**src/rtl/spi_master_pkg.sv**
```systemverilog
// Shared types for the SPI master: FSM state encoding, SPI mode
// constants ({cpol,cpha}) and a helper selecting the sampling edge.
package spi_master_pkg;

    typedef enum logic [1:0] {
        ST_IDLE = 2'd0,
        ST_LEAD = 2'd1,
        ST_XFER = 2'd2,
        ST_TAIL = 2'd3
    } state_t;

    localparam logic [1:0] MODE0 = 2'b00;
    localparam logic [1:0] MODE1 = 2'b01;
    localparam logic [1:0] MODE2 = 2'b10;
    localparam logic [1:0] MODE3 = 2'b11;

    // CPHA=0 samples on the leading edge, CPHA=1 on the trailing one.
    function automatic logic sample_now(input logic cpha,
                                        input logic lead,
                                        input logic trail);
        return cpha ? trail : lead;
    endfunction

endpackage

```
**src/rtl/spi_master_if.sv**
```systemverilog
// Bus + pin bundle of the SPI master. master: the spi_master side;
// slave: the CPU bus / pin environment that drives it.
interface spi_master_if #(
    parameter int DWIDTH = 8,
    parameter int DIV_W  = 8,
    parameter int NUM_SS = 1,
    parameter int SS_W   = 1
);
    logic              cs;
    logic              rd;
    logic              wr;
    logic [DWIDTH-1:0] din;
    logic              cpol;
    logic              cpha;
    logic [DIV_W-1:0]  div;
    logic [SS_W-1:0]   ss_sel;
    logic [DWIDTH-1:0] dout;
    logic              busy;
    logic              done;
    logic              miso;
    logic              mosi;
    logic              sclk;
    logic [NUM_SS-1:0] ss_n;

    modport master (
        input  cs, rd, wr, din, cpol, cpha, div, ss_sel, miso,
        output dout, busy, done, mosi, sclk, ss_n
    );

    modport slave (
        output cs, rd, wr, din, cpol, cpha, div, ss_sel, miso,
        input  dout, busy, done, mosi, sclk, ss_n
    );
endinterface

```
**src/rtl/spi_master_clk_gen.sv**
```systemverilog
// SCLK generator: DIV_W down-counter ticking every (div+1) clks, sclk
// toggle, lead/trail strobes and edge count. Ports: i_load (latch
// div/cpol), i_run (counting), i_xfer (toggle enable), o_* strobes.
module spi_master_clk_gen #(
    parameter int DWIDTH = 8,
    parameter int DIV_W  = 8,
    parameter int EW     = $clog2(2*DWIDTH)
) (
    input  logic             clk,
    input  logic             rst,
    input  logic             i_load,
    input  logic [DIV_W-1:0] i_div,
    input  logic             i_cpol,
    input  logic             i_run,
    input  logic             i_xfer,
    output logic             o_tick,
    output logic             o_lead_stb,
    output logic             o_trail_stb,
    output logic [EW-1:0]    o_edge_cnt,
    output logic             o_sclk
);
    logic [DIV_W-1:0] r_cnt;
    logic [DIV_W-1:0] r_div;
    logic             r_sclk;
    logic [EW-1:0]    r_edge;
    logic             w_tick;

    assign w_tick = i_run && (r_cnt == '0);

    always_ff @(posedge clk) begin
        if (rst) begin
            r_cnt  <= '0;
            r_div  <= '0;
            r_sclk <= 1'b0;
            r_edge <= '0;
        end else if (i_load) begin
            r_cnt  <= i_div;
            r_div  <= i_div;
            r_sclk <= i_cpol;
            r_edge <= '0;
        end else if (i_run) begin
            if (w_tick) begin
                r_cnt <= r_div;
                if (i_xfer) begin
                    r_sclk <= ~r_sclk;
                    r_edge <= r_edge + 1'b1;
                end
            end else begin
                r_cnt <= r_cnt - 1'b1;
            end
        end
    end

    // Even edges leave the idle level, odd edges return to it.
    assign o_tick      = w_tick;
    assign o_lead_stb  = w_tick && i_xfer && !r_edge[0];
    assign o_trail_stb = w_tick && i_xfer && r_edge[0];
    assign o_edge_cnt  = r_edge;
    assign o_sclk      = r_sclk;
endmodule

```
**src/rtl/spi_master.sv**
```systemverilog
// Parametrised SPI master: FSM, tx/rx shift registers, bus handshake.
// Ports: clk, rst (sync, active high), bus (spi_master_if.master).
module spi_master
    import spi_master_pkg::*;
#(
    parameter int DWIDTH    = 8,
    parameter int DIV_W     = 8,
    parameter int NUM_SS    = 1,
    parameter int SS_W      = 1,
    parameter int LSB_FIRST = 0
) (
    input logic          clk,
    input logic          rst,
    spi_master_if.master bus
);
    localparam int EW = $clog2(2*DWIDTH);

    state_t            r_state;
    state_t            w_state_nxt;
    logic [DWIDTH-1:0] r_tx;
    logic [DWIDTH-1:0] r_rx;
    logic [DWIDTH-1:0] r_dout;
    logic              r_cpha;
    logic              r_mosi;
    logic              r_done;
    logic [NUM_SS-1:0] r_ss_n;
    logic [NUM_SS-1:0] w_ss_dec;
    logic [DWIDTH-1:0] w_tx_sh;
    logic [DWIDTH-1:0] w_rx_in;
    logic              w_din_first;
    logic              w_tx_first;
    logic              w_sh_first;
    logic              w_start;
    logic              w_clear;
    logic              w_finish;
    logic              w_tick;
    logic              w_lead;
    logic              w_trail;
    logic              w_last;
    logic              w_sclk;
    logic [EW-1:0]     w_edge;

    spi_master_clk_gen #(
        .DWIDTH (DWIDTH),
        .DIV_W  (DIV_W)
    ) u_clk_gen (
        .clk         (clk),
        .rst         (rst),
        .i_load      (w_start),
        .i_div       (bus.div),
        .i_cpol      (bus.cpol),
        .i_run       (r_state != ST_IDLE),
        .i_xfer      (r_state == ST_XFER),
        .o_tick      (w_tick),
        .o_lead_stb  (w_lead),
        .o_trail_stb (w_trail),
        .o_edge_cnt  (w_edge),
        .o_sclk      (w_sclk)
    );

    assign w_start  = bus.cs && bus.wr && !bus.rd
                      && (r_state == ST_IDLE);
    assign w_clear  = bus.cs && bus.rd && !bus.wr;
    assign w_last   = w_trail && (w_edge == EW'(2*DWIDTH-1));
    assign w_finish = (r_state == ST_TAIL) && w_tick;

    always_comb begin
        w_ss_dec = '1;
        for (int i = 0; i < NUM_SS; i++) begin
            w_ss_dec[i] = (bus.ss_sel != SS_W'(i));
        end
    end

    // Same bit order for both directions.
    always_comb begin
        if (LSB_FIRST != 0) begin
            w_tx_sh     = r_tx >> 1;
            w_rx_in     = {bus.miso, r_rx[DWIDTH-1:1]};
            w_din_first = bus.din[0];
            w_tx_first  = r_tx[0];
            w_sh_first  = r_tx[1];
        end else begin
            w_tx_sh     = r_tx << 1;
            w_rx_in     = {r_rx[DWIDTH-2:0], bus.miso};
            w_din_first = bus.din[DWIDTH-1];
            w_tx_first  = r_tx[DWIDTH-1];
            w_sh_first  = r_tx[DWIDTH-2];
        end
    end

    always_comb begin
        w_state_nxt = r_state;
        unique case (r_state)
            ST_IDLE: if (w_start) w_state_nxt = ST_LEAD;
            ST_LEAD: if (w_tick)  w_state_nxt = ST_XFER;
            ST_XFER: if (w_last)  w_state_nxt = ST_TAIL;
            ST_TAIL: if (w_tick)  w_state_nxt = ST_IDLE;
            default:              w_state_nxt = ST_IDLE;
        endcase
    end

    always_ff @(posedge clk) begin
        if (rst) r_state <= ST_IDLE;
        else     r_state <= w_state_nxt;
    end

    always_ff @(posedge clk) begin
        if (rst) begin
            r_tx   <= '0;
            r_rx   <= '0;
            r_dout <= '0;
            r_cpha <= 1'b0;
            r_mosi <= 1'b0;
            r_done <= 1'b0;
            r_ss_n <= '1;
        end else if (w_start) begin
            r_tx   <= bus.din;
            r_cpha <= bus.cpha;
            r_done <= 1'b0;
            r_ss_n <= w_ss_dec;
            if (!bus.cpha) r_mosi <= w_din_first;
        end else begin
            // CPHA=1 drives on lead; CPHA=0 drives the next bit on trail.
            if (w_lead && r_cpha) begin
                r_mosi <= w_tx_first;
                r_tx   <= w_tx_sh;
            end
            if (w_trail && !r_cpha) begin
                r_mosi <= w_sh_first;
                r_tx   <= w_tx_sh;
            end
            if (sample_now(r_cpha, w_lead, w_trail)) r_rx <= w_rx_in;
            // Completion beats a coincident read-clear.
            if (w_finish) begin
                r_ss_n <= '1;
                r_done <= 1'b1;
                r_dout <= r_rx;
            end else if (w_clear) begin
                r_done <= 1'b0;
            end
        end
    end

    assign bus.dout = r_dout;
    assign bus.busy = (r_state != ST_IDLE);
    assign bus.done = r_done;
    assign bus.mosi = r_mosi;
    assign bus.sclk = w_sclk;
    assign bus.ss_n = r_ss_n;
endmodule

```
**src/flat_wrapper.sv**
```systemverilog
// flat-port wrapper written by rule: the top's interface ports become plain ports
module spi_master_flat import spi_master_pkg::*;
#(
    parameter int DWIDTH    = 8,
    parameter int DIV_W     = 8,
    parameter int NUM_SS    = 1,
    parameter int SS_W      = 1,
    parameter int LSB_FIRST = 0
)
  (clk, rst, bus_cs, bus_rd, bus_wr, bus_din, bus_cpol, bus_cpha, bus_div, bus_ss_sel, bus_miso, bus_dout, bus_busy, bus_done, bus_mosi, bus_sclk, bus_ss_n);
  spi_master_if #(.DWIDTH(DWIDTH), .DIV_W(DIV_W), .NUM_SS(NUM_SS), .SS_W(SS_W)) bus_i ();
  input logic clk;
  input logic rst;
  input wire logic [$bits(bus_i.cs)-1:0] bus_cs;
  input wire logic [$bits(bus_i.rd)-1:0] bus_rd;
  input wire logic [$bits(bus_i.wr)-1:0] bus_wr;
  input wire logic [$bits(bus_i.din)-1:0] bus_din;
  input wire logic [$bits(bus_i.cpol)-1:0] bus_cpol;
  input wire logic [$bits(bus_i.cpha)-1:0] bus_cpha;
  input wire logic [$bits(bus_i.div)-1:0] bus_div;
  input wire logic [$bits(bus_i.ss_sel)-1:0] bus_ss_sel;
  input wire logic [$bits(bus_i.miso)-1:0] bus_miso;
  output wire logic [$bits(bus_i.dout)-1:0] bus_dout;
  output wire logic [$bits(bus_i.busy)-1:0] bus_busy;
  output wire logic [$bits(bus_i.done)-1:0] bus_done;
  output wire logic [$bits(bus_i.mosi)-1:0] bus_mosi;
  output wire logic [$bits(bus_i.sclk)-1:0] bus_sclk;
  output wire logic [$bits(bus_i.ss_n)-1:0] bus_ss_n;
  assign bus_i.cs = bus_cs;
  assign bus_i.rd = bus_rd;
  assign bus_i.wr = bus_wr;
  assign bus_i.din = bus_din;
  assign bus_i.cpol = bus_cpol;
  assign bus_i.cpha = bus_cpha;
  assign bus_i.div = bus_div;
  assign bus_i.ss_sel = bus_ss_sel;
  assign bus_i.miso = bus_miso;
  assign bus_dout = bus_i.dout;
  assign bus_busy = bus_i.busy;
  assign bus_done = bus_i.done;
  assign bus_mosi = bus_i.mosi;
  assign bus_sclk = bus_i.sclk;
  assign bus_ss_n = bus_i.ss_n;
  spi_master #(.DWIDTH(DWIDTH), .DIV_W(DIV_W), .NUM_SS(NUM_SS), .SS_W(SS_W), .LSB_FIRST(LSB_FIRST)) u_core (.clk(clk), .rst(rst), .bus(bus_i));
endmodule
```
**config.mk**
```make
export PLATFORM = sky130hd
export DESIGN_NAME = spi_master_flat
export DESIGN_NICKNAME = d
export VERILOG_FILES = /design/src/rtl/spi_master_pkg.sv /design/src/rtl/spi_master_if.sv /design/src/rtl/spi_master_clk_gen.sv /design/src/rtl/spi_master.sv /design/src/flat_wrapper.sv
export SDC_FILE = /design/constraint.sdc
export NUM_CORES = 1
export LEC_CHECK = 0
export ABC_AREA = 1
export BUFFER_PORTS_ARGS = -buffer_cell sky130_fd_sc_hd__buf_2
export CORE_ASPECT_RATIO = 1.75
export CORE_MARGIN = 2
export CORE_UTILIZATION = 26
export CTS_BUF_LIST = sky130_fd_sc_hd__clkbuf_4
export DETAILED_ROUTE_END_ITERATION = 6
export PLACE_DENSITY = 0.51
export SYNTH_ARGS = -nofsm -noshare
export SYNTH_HDL_FRONTEND = slang
export SYNTH_SLANG_ARGS = --single-unit
```
**constraint.sdc**
```tcl
create_clock -name clk -period 4.8 [get_ports clk]
set_clock_uncertainty 0.1 [all_clocks]
set_input_delay 0.48 -clock clk [delete_from_list [all_inputs] [get_ports clk]]
set_output_delay 0.48 -clock clk [all_outputs]
set_load 0.01 [all_outputs]
```
==> flow_summary.yaml, run 1 <==
sta:
  tightestPinTransition_ps: 774
  fin_ws_ps: 2140
  rsz0062_at_grt: "no"
  hold_viol: 0
  fin_crit_sh: 0.553
  setup_viol: 0
  final.setup.tns_ps: 0
  max_freq_mhz: 376
  slew_headroom: 0.483
  holdWs_ps: 196
  drv_slew: 0
  finalWorstPathRequiredPeriod_ps: 2660
clocking:
  postCtsHoldBufs: 0
  insertion_delay_ps: 390
  cts_setup_buffers: 0
  cts_tree: "built"
  path_clk_slew_ps: 150
  cts_buffers: 5
  h-tree-depth: 2
  root_buffer: "clkbuf_4"
  postCtsResizedCells: 0
  clock-sinks: 51
  cts_max_path_buffers: 2
detailed_routing:
  ant_nets: 0
  wl_per_cell_um: 12.6
  drt_iter0_drc: 108
  vias_per_cell: 4.54
  routed_wl_um: 6410
  num_vias: 2306
  drcViolationCount: 0
  dr.pass1.iters: 4
final_layout:
  fin_cells: 508
  final_nets: 418
  most-common-layout-cells: "nand2_1, dfxtp_1, inv_1"
  area_delta_synth_final_pct: 15.1
  mostFrequentLayoutCell: "nand2_1"
  drive_gt1_frac: 0.174
die:
  dieHeight_um: 134
  rows: 47
  die_x_um: 78.2
  initial_core_util: 0.266
  core_mm2: 0.00941
  io-pin-count: 38
  fp.dieArea_mm2: 0.0105
yosys:
  yosys_warnings: 0
  yosys.area.top_type: "dfxtp_1"
  synth_area_leaders: "dfxtp_1, nand2_1, o21ai_0"
  syn_area_mm2: 0.00251
  synth-seq-cells: 51
  synth_seq_area_share: 0.407
  synth-main-ff-cell: "dfxtp_1"
  ys_types: 32
  syn_inst: 353
  syn_nets: 387
  synthArstFlopShare: 0
  synth_top_area_frac: 0.407
  synth_enable_flop_cells: 0
  synth_area_per_cell_um2: 7.10
power:
  ir_drop_uv: 190
  power_mw: 1.29
  p_leak_nw: 1.27
  pwr_density_cell_mw_per_mm2: 448
grt:
  globalRouteTotalUtil: 0.125
  grt_overflow: 0
  grt_pass1_vias: 2226
  grt_antenna_before_repair: 1
  grt_max_degree: 37
  grt_pass1_wl_um: 10300
setup_path:
  rr_startpoint: "u_core.r_state[0]$_SDFFE_PP0P_"
  cp.arrival_ps: 2870
  reg2reg_slack_ps: 2140
  critPathLaunch: "u_core.r_state[0]$_SDFFE_PP0P_"
  critPathMaxFanout: 25
  ff2ff_path_depth: 7
  r2r-end: "u_core.u_clk_gen.r_cnt[6]$_SDFFE_PP0P_"
  path_class: "flop to flop"
  endpoint_kind: "flop"
  startpoint_type: "flop"
  critPathRequiredTime_ps: 5020
placement:
  pre_cts_ws_ps: 2070
  post-place-cells: 499
  place.port_buffers: 37
  routabilityCongestion: 0.809
  hpwl_um: 4680
hold_path:
  holdPathStages: 3
  hold_end: "u_core.bus.ss_n$_SDFFE_PP1P_"
  hold_path.class: "input port to flop"
  min_from: "bus_ss_sel"
run:
  maxCapViolations: 0
status:
  status: "completed"
worst max-delay path, stage by stage, from the launching register on:
cell and delay, ps:
dfxtp_1 420, inv_1 120, ha_1 260, nand2_1 590, inv_1 580, o21ai_0 290, o21ai_0 110, a31oi_1 140
worst max path at each step:
stage,to
floorplan,u_core.r_rx[7]$_SDFFE_PP0P_
global placement,u_core.bus.mosi$_SDFFE_PP0P_
detailed placement,u_core.bus.mosi$_SDFFE_PP0P_
CTS,u_core.u_clk_gen.r_cnt[6]$_SDFFE_PP0P_
global route,u_core.u_clk_gen.r_cnt[5]$_SDFFE_PP0P_
finish,u_core.u_clk_gen.r_cnt[6]$_SDFFE_PP0P_
cell type report:
| cell class | count | area, um2 |
|---|---|---|
| Tap cell | 122 | 153 |
| Sequential cell | 51 | 1020 |
| Fill cell | 1078 | 6520 |
| Inverter | 46 | 173 |
| Timing Repair Buffer | 38 | 193 |
| Antenna cell | 1 | 2.50 |
| Multi-Input combinational cell | 242 | 1240 |
| Clock buffer | 6 | 45.0 |
| Clock inverter | 2 | 60.1 |
Yosys cell counts, types with 2 or more instances:
cell type and number:
nand2_1 71, nor2_1 33, a31oi_1 6, clkbuf_1 7, nor2_2 9, dfxtp_1 51
ha_1 9, o21ai_0 40, nand2_2 3, nand3_1 16, o211ai_1 3, a21oi_1 31
nor3_1 2, buf_2 2, inv_1 44, buf_4 3, nand4_1 4, o22ai_1 2
nor2_4 3, nand2_4 2
metrics by stage:
| stage | area, um2 | utilization |
|---|---|---|
| global route | 2890 | 0.307 |
| global placement | 2780 | 0.295 |
| finish | 2890 | 0.307 |
| CTS | 2880 | 0.306 |
| floorplan | 2510 | - |
| detailed placement | 2780 | 0.295 |
power breakdown:
group,switching [mW],leakage (nW),internal [mW],total (mW)
registers,0.0455,0.415,0.480,0.525
clock network,0.140,0.0559,0.168,0.309
logic,0.298,0.797,0.161,0.459
kinds of logic (layout without fill, tap and decap cells):
kind of cell	count (synthesis)	count (layout)	synth area share
and+or+nand+nor	148	148	0.269
AOI/OAI and AO/OA	85	85	0.181
buffers and inverters	60	92	0.0983
DFF	51	51	0.407
adders and majority gates	9	9	0.0449
other	0	1	0
metal layers:
layer  wire (um)  global-route usage  vias to the layer above
met3         218              0.0262                        8
met1        2580               0.132                     1055
met5           0                   0                        -
met2        3480               0.231                       41
li1            -                   -                     1202
met4         139              0.0614                        0
registers in the layout (all words and copies together), names as in the netlist:
name	count
u_core.bus.done	1
u_core.bus.dout	8
u_core.bus.mosi	1
u_core.bus.ss_n	1
u_core.r_cpha	1
u_core.r_rx	8
u_core.r_state	2
u_core.r_tx	8
u_core.u_clk_gen.o_edge_cnt	4
u_core.u_clk_gen.o_sclk	1
u_core.u_clk_gen.r_cnt	8
u_core.u_clk_gen.r_div	8
Power figures use the tool's default switching activity.
==> run 2, diff against run 1 <==
--- a/config.mk
+++ b/config.mk
@@ -12,7 +12,7 @@
 export CORE_UTILIZATION = 26
 export CTS_BUF_LIST = sky130_fd_sc_hd__clkbuf_4
 export DETAILED_ROUTE_END_ITERATION = 6
-export PLACE_DENSITY = 0.51
+export PLACE_DENSITY = 0.52
 export SYNTH_ARGS = -nofsm -noshare
 export SYNTH_HDL_FRONTEND = slang
 export SYNTH_SLANG_ARGS = --single-unit
==> constraint.sdc (replaced) <==
create_clock -name clk -period 2.25 [get_ports clk]
set_clock_uncertainty 0.1 [all_clocks]
set_input_delay 0.225 -clock clk [delete_from_list [all_inputs] [get_ports clk]]
set_output_delay 0.225 -clock clk [all_outputs]
set_load 0.01 [all_outputs]
==> flow_summary.yaml, run 2 (synthesis results as in run 1) <==
status:
  status: "completed"
clocking:
  root_buffer: "clkbuf_4"
  insertion_delay_ps: 390
  path_clk_slew_ps: 150
  cts_buffers: 5
  clock-sinks: 51
  cts_max_path_buffers: 2
  h-tree-depth: 2
  cts_tree: "built"
sta:
  rsz0062_at_grt: "no"
  max_freq_mhz: 487
  slew_headroom: 0.756
  drv_slew: 0
  holdWs_ps: 18.1
  hold_viol: 0
  finalWorstPathRequiredPeriod_ps: 2050
  setup_viol: 0
  final.setup.tns_ps: 0
  fin_crit_sh: 0.912
  tightestPinTransition_ps: 365
grt:
  grt_pass1_vias: 2362
  grt_antenna_before_repair: 0
  grt_pass1_wl_um: 10700
  globalRouteTotalUtil: 0.128
  grt_max_degree: 27
  grt_overflow: 0
setup_path:
  slowest_stage: "dfxtp_2"
  crit_chain: "inv_1 > ha_1 > nor2_1 > nand2_1 > nor2_4 > buf_6 > nand2_1 > inv_1 > nand2_1 > or2_2 > a21oi_1"
  startpoint_type: "flop"
  crit_top_cell: "nand2_1"
  critPathRequiredTime_ps: 2470
  max_stage_delay_ps: 380
  endpoint_kind: "flop"
  path_class: "flop to flop"
  cp.arrival_ps: 2270
  critPathMaxFanout: 8
detailed_routing:
  ant_nets: 0
  num_vias: 2388
  vias_per_cell: 4.56
  routed_wl_um: 6280
  drcViolationCount: 0
  dr.pass1.iters: 4
  wl_per_cell_um: 12.0
  drt_iter0_drc: 119
hold_path:
  hold_path.class: "input port to flop"
die:
  die_x_um: 78.2
  fp.dieArea_mm2: 0.0105
  dieHeight_um: 134
  core_mm2: 0.00941
  io-pin-count: 38
  rows: 47
  initial_core_util: 0.266
final_layout:
  n_fill_cell: 1094
  seq_area_mm2: 0.00102
  final_nets: 435
  most-common-layout-cells: "nand2_1, dfxtp_1, inv_1"
  mostFrequentLayoutCell: "nand2_1"
  diodes: 0
  area_delta_synth_final_pct: 21.8
  drive_gt1_frac: 0.197
  multi_input_area_mm2: 0.00125
  fin_cells: 524
run:
  maxCapViolations: 0
power:
  p_leak_nw: 1.35
  pwr_density_cell_mw_per_mm2: 919
  ir_drop_uv: 432
  power_mw: 2.80
placement:
  place.port_buffers: 37
  routabilityCongestion: 0.798
  hpwl_um: 4760
  post-place-cells: 505
==> run 2: cell count changes in the layout (fill, tap and decap cells not counted), sizes merged <==
cell / previous run / this run
buf: 38 / 46
diode: 1 / 0
dlygate4sd3: 0 / 9
==> run 2: critical path, delay by kind of cell, from the launching register on <==
kind            cells  cell delay, ps
compound gates      1             120
fa+ha+maj           1             230
buf+inv             3             360
flops               1             380
simple gates        6             800
==> run 2: metal layers <==
| layer | track usage | wire length, um |
|---|---|---|
| met1 | 0.134 | 2510 |
| met2 | 0.242 | 3350 |
| met3 | 0.0242 | 265 |
| met4 | 0.0546 | 153 |
| met5 | 0 | 0 |
==> run 2: worst paths after layout <==
kind	slack [ps]	start	endpoint	cells after the start
hold reg to reg	380	u_core.u_clk_gen.o_edge_cnt[3]$_SDFFE_PP0P_	u_core.u_clk_gen.o_edge_cnt[3]$_SDFFE_PP0P_	2
hold / removal	20	bus_div[4]	u_core.u_clk_gen.r_div[4]$_SDFFE_PP0P_	3
setup / recovery	200	u_core.r_state[0]$_SDFFE_PP0P_	u_core.u_clk_gen.o_edge_cnt[2]$_SDFFE_PP0P_	11
setup reg to reg	200	u_core.r_state[0]$_SDFFE_PP0P_	u_core.u_clk_gen.o_edge_cnt[2]$_SDFFE_PP0P_	11
==> run 2: stage by stage <==
step	utilization	setup WS [ps]	instance area [um2]
2_1_floorplan	-	472	2510
3_3_place_gp	0.300	125	2820
3_5_place_dp	0.300	58.7	2820
4_1_cts	0.321	23.5	3020
5_1_grt	0.324	18.1	3050
6_report	0.324	198	3050
==> run 2: timing repair <==
item,in CTS,in global routing
gates resized for setup,0,8
endpoints found under the setup margin,0,17
endpoints found under the hold margin,10,0
hold buffers,9,0
buffers inserted,0,2
==> run 2: cell type report <==
| class | instances | area share |
|---|---|---|
| repair buffers | 55 | 0.114 |
| flip-flops and latches | 51 | 0.335 |
| well taps | 122 | 0.0500 |
| clock buffers | 6 | 0.0148 |
| clock inverters | 2 | 0.0197 |
| inverters | 46 | 0.0566 |
| multi-input cells | 242 | 0.410 |
==> run 2: power breakdown <==
group	switching (mW)	internal, mW
sequential	0.0960	1.03
combinational	0.624	0.390
clock	0.308	0.359
==> run 3, diff against run 2 <==
--- a/config.mk
+++ b/config.mk
@@ -9,10 +9,10 @@
 export BUFFER_PORTS_ARGS = -buffer_cell sky130_fd_sc_hd__buf_2
 export CORE_ASPECT_RATIO = 1.75
 export CORE_MARGIN = 2
-export CORE_UTILIZATION = 26
+export CORE_UTILIZATION = 50
 export CTS_BUF_LIST = sky130_fd_sc_hd__clkbuf_4
 export DETAILED_ROUTE_END_ITERATION = 6
-export PLACE_DENSITY = 0.52
+export PLACE_DENSITY = 0.82
 export SYNTH_ARGS = -nofsm -noshare
 export SYNTH_HDL_FRONTEND = slang
 export SYNTH_SLANG_ARGS = --single-unit
==> flow_summary.yaml, run 3 (synthesis results as in run 1) <==
status:
  status: "completed"
sta:
  finalWorstPathRequiredPeriod_ps: 2040
  drv_slew: 0
  slew_headroom: 0.754
  setup_viol: 0
  rsz0062_at_grt: "no"
  max_freq_mhz: 491
  fin_crit_sh: 0.905
  tightestPinTransition_ps: 369
  hold_viol: 0
clocking:
  insertion_delay_ps: 370
  path_clk_slew_ps: 150
  cts_max_path_buffers: 2
  cts_buffers: 5
  cts_tree: "built"
  clock-sinks: 51
  root_buffer: "clkbuf_4"
  h-tree-depth: 2
detailed_routing:
  dr.pass1.iters: 4
  drcViolationCount: 0
  wl_per_cell_um: 13.3
  routed_wl_um: 5960
  vias_per_cell: 5.39
  ant_nets: 0
  num_vias: 2426
  drt_iter0_drc: 77
grt:
  grt_pass1_vias: 2391
  grt_pass1_wl_um: 9920
  grt_antenna_before_repair: 0
  grt_overflow: 0
  grt_max_degree: 20
  globalRouteTotalUtil: 0.220
placement:
  post-place-cells: 437
  place.port_buffers: 37
  hpwl_um: 4510
  routabilityCongestion: 0.859
hold_path:
  hold_path.class: "input port to flop"
setup_path:
  startpoint_type: "flop"
  critPathRequiredTime_ps: 2480
  path_class: "flop to flop"
  critPathMaxFanout: 11
  cp.arrival_ps: 2260
  endpoint_kind: "flop"
final_layout:
  final_nets: 429
  diodes: 0
  mostFrequentLayoutCell: "nand2_1"
  n_fill_cell: 453
  fin_cells: 450
  most-common-layout-cells: "nand2_1, dfxtp_1, inv_1"
  drive_gt1_frac: 0.194
  area_delta_synth_final_pct: 16.0
die:
  dieHeight_um: 97.7
  core_mm2: 0.00489
  initial_core_util: 0.512
  fp.dieArea_mm2: 0.00562
  rows: 34
  die_x_um: 57.5
  io-pin-count: 38
power:
  power_mw: 2.77
  pwr_density_cell_mw_per_mm2: 953
  p_leak_nw: 1.32
  ir_drop_uv: 645
run:
  maxCapViolations: 0
run 3: cell types whose count changed in the layout (fill, tap and decap cells not counted), sizes merged:
| cell | before | now |
|---|---|---|
| buf | 46 | 45 |
| dlygate4sd3 | 9 | 4 |
run 3: final cells by class:
| class | instances | area (um2) | share of cell area |
|---|---|---|---|
| clock buffer | 6 | 45.0 | 0.0155 |
| clock inverter | 2 | 60.1 | 0.0207 |
| inverter | 46 | 173 | 0.0594 |
| multi-input combinational | 242 | 1240 | 0.427 |
| sequential | 51 | 1020 | 0.352 |
| tap | 54 | 67.6 | 0.0232 |
| timing repair buffer | 49 | 298 | 0.102 |
run 3: per-stage QoR:
step	setup TNS (ps)	setup slack (ps)	cell area (um2)	utilization	hold WS (ps)
final	0	213	2910	0.594	5.72
after global routing	0	3.30	2910	0.594	10.6
after CTS	0	70.2	2880	0.590	6.09
after detailed placement	-0.584	-0.584	2740	0.560	358
after global placement	0	188	2740	0.560	345
after floorplan	0	472	2510	-	250
run 3: critical path, stage by stage, from the launching register on:
cell	delay, ps
dfxtp_2	390
inv_1	90
ha_1	230
nor2_1	110
nand2_1	100
nor2_4	170
inv_2	140
nor2_4	140
nand2_2	80
nand2_4	100
and2_4	200
nor2_1	60
nor2_2	70
run 3: where the power goes:
part | internal (mW) | switching [mW]
clock network | 0.359 | 0.297
logic | 0.365 | 0.619
registers | 1.03 | 0.104
total | 1.75 | 1.02
run 3: path summary, 6_finish.rpt:
kind	cells past startpoint	startpoint	endpoint	slack (ps)
max	12	u_core.r_state[0]$_SDFFE_PP0P_	u_core.r_rx[1]$_SDFFE_PP0P_	210
min	3	bus_div[2]	u_core.u_clk_gen.r_div[2]$_SDFFE_PP0P_	6
max reg2reg	12	u_core.r_state[0]$_SDFFE_PP0P_	u_core.r_rx[1]$_SDFFE_PP0P_	210
min reg2reg	2	u_core.u_clk_gen.r_div[1]$_SDFFE_PP0P_	u_core.u_clk_gen.r_div[1]$_SDFFE_PP0P_	380
run 3: what timing repair did:
item                                    in CTS  in global routing
pin swaps                                    0                  1
setup buffers                                0                  1
endpoints found under the setup margin       8                 13
gates resized for setup                      1                  3
hold buffers                                 4                  0
endpoints found under the hold margin        4                  0
run 3: per-layer routing:
layer  global-route usage  vias up  wire (um)
met5                    0        -          0
met4                0.114        0        205
met3               0.0293       18        193
met2                0.400       51       3240
met1                0.236     1126       2320
li1                     -     1231          -
